===== src/rtl/led_pattern_engine.sv =====
// ----------------------------------------------------------------------------
// led_pattern_engine
//
// Holiday-light pattern generator. A one-cycle button pulse latches a lit-LED
// count and an animation mode, then the LED bus shows a static, chasing,
// bouncing or blinking window of that many LEDs. The window advances one step
// every STEP_DIV clocks.
//
// Optional feature macro: LED_PATTERN_BLINK_EN
//   defined   -> mode 3 blinks the pos-0 window on/off on each step
//   undefined -> no blink states are built; mode 3 behaves as mode 0 (STATIC)
//
// Parameters:
//   LED_W    number of LEDs (>= 2)
//   SEL_W    width of count_sel
//   STEP_DIV clocks per animation step (>= 1)
//
// Ports:
//   clk        clock
//   rst_n      asynchronous active-low reset
//   button     single-cycle pulse: latch count_sel/mode, restart animation
//   count_sel  requested lit count minus 1
//   mode       0 STATIC, 1 CHASE, 2 BOUNCE, 3 BLINK
//   led        registered LED drive, bit 0 is the lowest LED
//   step       registered one-cycle pulse on each animation advance
// ----------------------------------------------------------------------------
module led_pattern_engine #(
    parameter int LED_W    = 16,
    parameter int SEL_W    = 4,
    parameter int STEP_DIV = 4
) (
    input  logic             clk,
    input  logic             rst_n,
    input  logic             button,
    input  logic [SEL_W-1:0] count_sel,
    input  logic [1:0]       mode,
    output logic [LED_W-1:0] led,
    output logic             step
);

    localparam int POS_W = (LED_W > 1) ? $clog2(LED_W) : 1;
    localparam int LEN_W = SEL_W + 1;
    localparam int DIV_W = (STEP_DIV > 1) ? $clog2(STEP_DIV) : 1;

    typedef enum logic [2:0] {
        S_IDLE,
        S_STATIC,
        S_CHASE,
        S_BOUNCE_UP,
        S_BOUNCE_DN
`ifdef LED_PATTERN_BLINK_EN
        ,
        S_BLINK_ON,
        S_BLINK_OFF
`endif
    } state_t;

    state_t           state;
    logic [POS_W-1:0] pos;
    logic [LEN_W-1:0] len_r;
    logic [DIV_W-1:0] div;

    // len contiguous ones starting at bit p, wrapping from MSB back to bit 0.
    function automatic logic [LED_W-1:0] window(input logic [LEN_W-1:0] n,
                                                input logic [POS_W-1:0] p);
        logic [LED_W-1:0]   base;
        logic [2*LED_W-1:0] wide;
        for (int i = 0; i < LED_W; i++) begin
            base[i] = (i < int'(n));
        end
        wide = {{LED_W{1'b0}}, base} << p;
        return wide[LED_W-1:0] | wide[2*LED_W-1:LED_W];
    endfunction

    // Length is formed one bit wider than count_sel so all-ones does not wrap.
    logic [LEN_W-1:0] sel_plus;
    logic [LEN_W-1:0] len_new;
    assign sel_plus = {1'b0, count_sel} + 1'b1;
    assign len_new  = (int'(sel_plus) > LED_W) ? LEN_W'(LED_W) : sel_plus;

    // Highest legal window position for the latched length (0 when all lit).
    logic [POS_W:0] max_pos;
    assign max_pos = (POS_W+1)'(LED_W) - (POS_W+1)'(len_r);

    logic div_term;
    assign div_term = (div == DIV_W'(STEP_DIV - 1));

    state_t start_state;
    always_comb begin
        case (mode)
            2'd1:    start_state = S_CHASE;
            2'd2:    start_state = S_BOUNCE_UP;
`ifdef LED_PATTERN_BLINK_EN
            2'd3:    start_state = S_BLINK_ON;
`endif
            default: start_state = S_STATIC;
        endcase
    end

    // Where the animation goes on the next step.
    state_t           nxt_state;
    logic [POS_W-1:0] nxt_pos;
    logic             nxt_lit;
    // NOTE: every always_comb output gets a default first; a path that leaves
    // one unassigned would infer a latch.
    always_comb begin
        nxt_state = state;
        nxt_pos   = pos;
        nxt_lit   = 1'b1;
        case (state)
            S_CHASE: begin
                nxt_pos = (pos == POS_W'(LED_W - 1)) ? '0 : pos + 1'b1;
            end
            S_BOUNCE_UP: begin
                if (max_pos == '0) begin
                    nxt_pos = pos;                 // full bar: nothing to move
                end else if ({1'b0, pos} < max_pos) begin
                    nxt_pos = pos + 1'b1;
                end else begin
                    nxt_state = S_BOUNCE_DN;
                    nxt_pos   = pos - 1'b1;
                end
            end
            S_BOUNCE_DN: begin
                if (pos != '0) begin
                    nxt_pos = pos - 1'b1;
                end else begin
                    nxt_state = S_BOUNCE_UP;
                    nxt_pos   = pos + 1'b1;
                end
            end
`ifdef LED_PATTERN_BLINK_EN
            S_BLINK_ON: begin
                nxt_state = S_BLINK_OFF;
                nxt_lit   = 1'b0;
            end
            S_BLINK_OFF: begin
                nxt_state = S_BLINK_ON;
            end
`endif
            default: begin
                nxt_state = state;
            end
        endcase
    end

    // NOTE: state registers use non-blocking assignments so every flop samples
    // values from before the edge, independent of statement order.
    always_ff @(posedge clk or negedge rst_n) begin
        if (!rst_n) begin
            state <= S_IDLE;
            pos   <= '0;
            len_r <= '0;
            div   <= '0;
            led   <= '0;
            step  <= 1'b0;
        end else if (button) begin
            // Button beats a coinciding terminal count: restart, no step.
            state <= start_state;
            pos   <= '0;
            len_r <= len_new;
            div   <= '0;
            led   <= window(len_new, '0);
            step  <= 1'b0;
        end else if (state == S_IDLE) begin
            led  <= '0;
            step <= 1'b0;
        end else if (div_term) begin
            div   <= '0;
            state <= nxt_state;
            pos   <= nxt_pos;
            led   <= nxt_lit ? window(len_r, nxt_pos) : '0;
            step  <= 1'b1;
        end else begin
            div  <= div + 1'b1;
            step <= 1'b0;
        end
    end

endmodule

===== config.mk =====
export PLATFORM = sky130hd
export DESIGN_NAME = led_pattern_engine
export DESIGN_NICKNAME = d
export VERILOG_FILES = /design/src/rtl/led_pattern_engine.sv
export SDC_FILE = /design/constraint.sdc
export NUM_CORES = 1
export LEC_CHECK = 0
export ABC_AREA = 1
export BUFFER_PORTS_ARGS = -buffer_cell sky130_fd_sc_hd__buf_2
export CORE_MARGIN = 2
export CORE_UTILIZATION = 55
export DETAILED_ROUTE_END_ITERATION = 10
export PLACE_DENSITY = 0.84
export SYNTH_ARGS = -nofsm -noshare
export SYNTH_HDL_FRONTEND = slang
export SYNTH_SLANG_ARGS = --single-unit

===== constraint.sdc =====
create_clock -name clk -period 5.05 [get_ports clk]
set_input_delay 1.01 -clock clk [delete_from_list [all_inputs] [get_ports clk]]
set_output_delay 1.01 -clock clk [all_outputs]
set_load 0.01 [all_outputs]

==> flow_summary_export.csv <==
group,metric,value,unit
outcome,status,"finished, final reports clean",
grt,grt_pass1_vias,2954,
floorplanning,start_util,56.3,%
grt,grt_max_degree,32,
power,p_int,590,uW
logic_synthesis,syn-mean-instance-area,6.15,sq um
sta,worstMarginPinSlew,694,ps
cells_and_area,num_antenna_cells,0,
detailed_routing,drc,0,
sta,fin_crit,3310,ps
detailed_routing,wl_per_cell,13.7,um
clock_tree,post_cts_buffers,0,
place,gp_congestion,0.961,
logic_synthesis,synth_cell_types,34,
detailed_routing,antenna_violating_nets_post_route,0,
clock_tree,numCtsBuffers,5,
grt,grtUsageTotal,27.9,%
floorplanning,die_area,6210,sq um
place,io_buffers,25,
clock_tree,cts_buffer_depth,2,
clock_tree,ctsRootBufferMaster,"clkbuf_8",
logic_synthesis,synth_fa_ha_area_share,4.06,%
sta,setup_violations,0,
cells_and_area,area_growth,6.34,%
sta,tns,0,ps
cells_and_area,seq_area,776,sq um
setup_path,worst_setup_path_end_kind,"flip-flop",
grt,grt_util_met2,44.1,%
power,p_sw,531,uW
setup_path,r2r_slack,1740,ps
logic_synthesis,muxShareOfSynthArea,0,%
grt,grt_overflow,0,
logic_synthesis,synth_edf_count,0,
power,p_clk_share,15.7,%
cells_and_area,nNetsFinal,538,
logic_synthesis,synth_xor_area_share,1.42,%
clock_tree,path_clk_slew,60,ps
detailed_routing,routed_wl,8090,um
floorplanning,fp.dieW,78.8,um
logic_synthesis,synth_simple_gate_area_share,45.4,%
hold_path,holdPathStages,1,
logic_synthesis,yosysSeqAreaShare,25.2,%
power,swShare,47.4,%
detailed_routing,via_per_inst,5.68,
setup_path,cp.required,5260,ps
cells_and_area,fill_cells,530,
grt,busiest_layer,"met2",
grt,grt_first_pass_wirelength,13800,um
logic_synthesis,synth_fp_nets,520,
logic_synthesis,yosys_warnings,0,
logic_synthesis,synth_largest_area_cell,"dfrtp_1",
setup_path,critPathKind,"reg2reg",
detailed_routing,drt_iter0_markers,357,
setup_path,startpoint,"len_r[0]$_DFFE_PN0P_",
setup_path,critPathMaxFanout,17,
sta,max_freq,302,MHz
power,comb_power_share,53.6,%
logic_synthesis,synth_ff_type,"dfrtp_1",
sta,fin_crit_sh,65.6,%
sta,fin_skew,6.09,ps
logic_synthesis,syn-cell-area,3080,sq um
power,p_leak,1.73,nW
logic_synthesis,synthTopCellsByCount,"nand2_1, nand3_1, inv_1",
power,p_seq_share,30.6,%
detailed_routing,dr.pass1.iters,5,
grt,antenna_found_initial,0,
sta,finalMaxSlewViolations,0,
sta,maxSlewHeadroom,53.7,%
setup_path,setup.worst_path.start_class,"flip-flop",
detailed_routing,vias,3351,
place,post-dp-hpwl,6310,um
cells_and_area,drive_gt1_share,12.7,%
floorplanning,fp-row-count,27,
flow_run,max_cap_viol_count,0,
logic_synthesis,synthCells,501,
logic_synthesis,synth_area_leaders,"dfrtp_1, nand2_1, nand3_1",
logic_synthesis,synth_top_family_by_area,"simple AND/OR/NAND/NOR gates",
setup_path,crit_end,"led[9]$_DFFE_PN0P_",
logic_synthesis,synth-compound-area-share,13.1,%
setup_path,reg2reg_from,"len_r[0]$_DFFE_PN0P_",
logic_synthesis,ys_ff_latch,31,
sta,hold_viol_final,0,
cells_and_area,final_core_util,59.8,%
setup_path,critPathArrivalTime,3520,ps
floorplanning,pin_count,26,
clock_tree,clk_latency,280,ps
grt,met3_usage,3.98,%
logic_synthesis,synth_top_area_share,25.2,%
logic_synthesis,async_flop_share,100,%
sta,rsz0062_at_grt,"false",
clock_tree,htree_num_levels,2,
cells_and_area,multi_input_area,1970,sq um
power,powerDensity,342,nW/um^2
clock_tree,clock_sinks,31,
grt,use_met1,40.6,%
power,peakVddDrop,0.000266,V
clock_tree,hold_buffers,0,
floorplanning,chipHeight,78.8,um
clock_tree,cts_tree,"yes",
setup_path,worstRegToRegCells,21,
floorplanning,core,5470,sq um
clock_tree,cts-resized-gates,0,
setup_path,r2r-end,"led[9]$_DFFE_PN0P_",
logic_synthesis,synth_most_common_cell,"nand2_1",
hold_path,hp-class,"reg2reg",
## critical path, cell delays in order, from the launching register on
cell     delay [ps]
dfrtp_1         470
inv_2           160
ha_1            260
inv_1            60
nand2_1          50
nand2_1          90
inv_1            50
ha_1            300
nand2_1          60
nand2_1          60
nand2_1          50
nand2_1         100
nand2_2          80
nand2_1          60
o21ai_0          90
o21ai_1         160
nand3_2         320
inv_2           370
nor2_1           90
nand2_1          80
nand3_1         110
a21oi_1         170
## per-stage QoR
stage | std cells | hold slack, ps | cell area (sq um) | power, mW | setup slack (ps)
floorplan | 501 | 468 | 3080 | 0.800 | 2490
global placement | 584 | 499 | 3200 | 0.926 | 1900
detailed placement | 584 | 498 | 3200 | 0.937 | 1840
CTS | 590 | 511 | 3270 | 1.12 | 1810
global route | 590 | 545 | 3270 | 1.22 | 1420
finish | 590 | 513 | 3270 | 1.12 | 1740
## cells by family after synthesis
kind of cell / Yosys count
XOR/XNOR: 5
flip-flops: 31
adder cells (fa/ha/maj): 10
AND/OR/NAND/NOR: 305
buffers and inverters: 78
AO/OA/AOI/OAI: 72
## area by class of cell
type / instances / share of cell area [%]
multi-input cells: 392 / 60.2
flip-flops and latches: 31 / 23.7
inverters: 64 / 7.34
repair buffers: 25 / 3.82
well taps: 72 / 2.75
clock buffers: 6 / 2.22
## how the worst min path moves through the flow
stage                                   from                 end  slack [ps]
after floorplan           div[0]$_DFFE_PN0P_  div[0]$_DFFE_PN0P_         470
after global placement    div[1]$_DFFE_PN0P_  div[1]$_DFFE_PN0P_         500
after detailed placement  div[0]$_DFFE_PN0P_  div[0]$_DFFE_PN0P_         500
after CTS                 div[0]$_DFFE_PN0P_  div[0]$_DFFE_PN0P_         510
after global routing      div[0]$_DFFE_PN0P_  div[0]$_DFFE_PN0P_         550
final                     div[0]$_DFFE_PN0P_  div[0]$_DFFE_PN0P_         510
## layer usage
layer	routed length (um)	share of wire [%]	up-vias
met5	0	0	-
met4	93	1.2	0
met3	596	7.4	12
met2	3640	45	152
met1	3760	46	1522
li1	-	-	1665
## sequential cells by signal (all words and copies together) (netlist names)
register	cells
state	3
pos	4
div	2
len_r	5
step	1
led	16
## cell usage in the layout, fill, tap and decap left out, types with 2 or more instances in the layout
cell      instances
nand2_4           2
o211a_1           2
o21ai_0          16
nand3_1          77
a31oi_1           6
ha_1             10
xor2_1            4
o21ai_1           8
inv_1            57
o22ai_1           4
buf_2            25
dfrtp_1          31
a21oi_1          29
nand3_2           3
o31ai_1           2
o21ai_2           2
nand2_1         143
o21a_1            2
nand3_4           2
clkbuf_8          5
nor2_2            5
inv_2             7
nand4_1           4
nand2_2          11
nor3_1            4
nor2_1           50
## power groups by stage
stage / logic (mW) / registers [mW] / clock network [mW]
6_report: 0.601 / 0.343 / 0.176
5_1_grt: 0.679 / 0.350 / 0.191
4_1_cts: 0.594 / 0.342 / 0.180
3_5_place_dp: 0.591 / 0.346 / 0
3_3_place_gp: 0.581 / 0.345 / 0
2_1_floorplan: 0.442 / 0.357 / 0
Note: power is estimated with default switching activity, not from simulation.
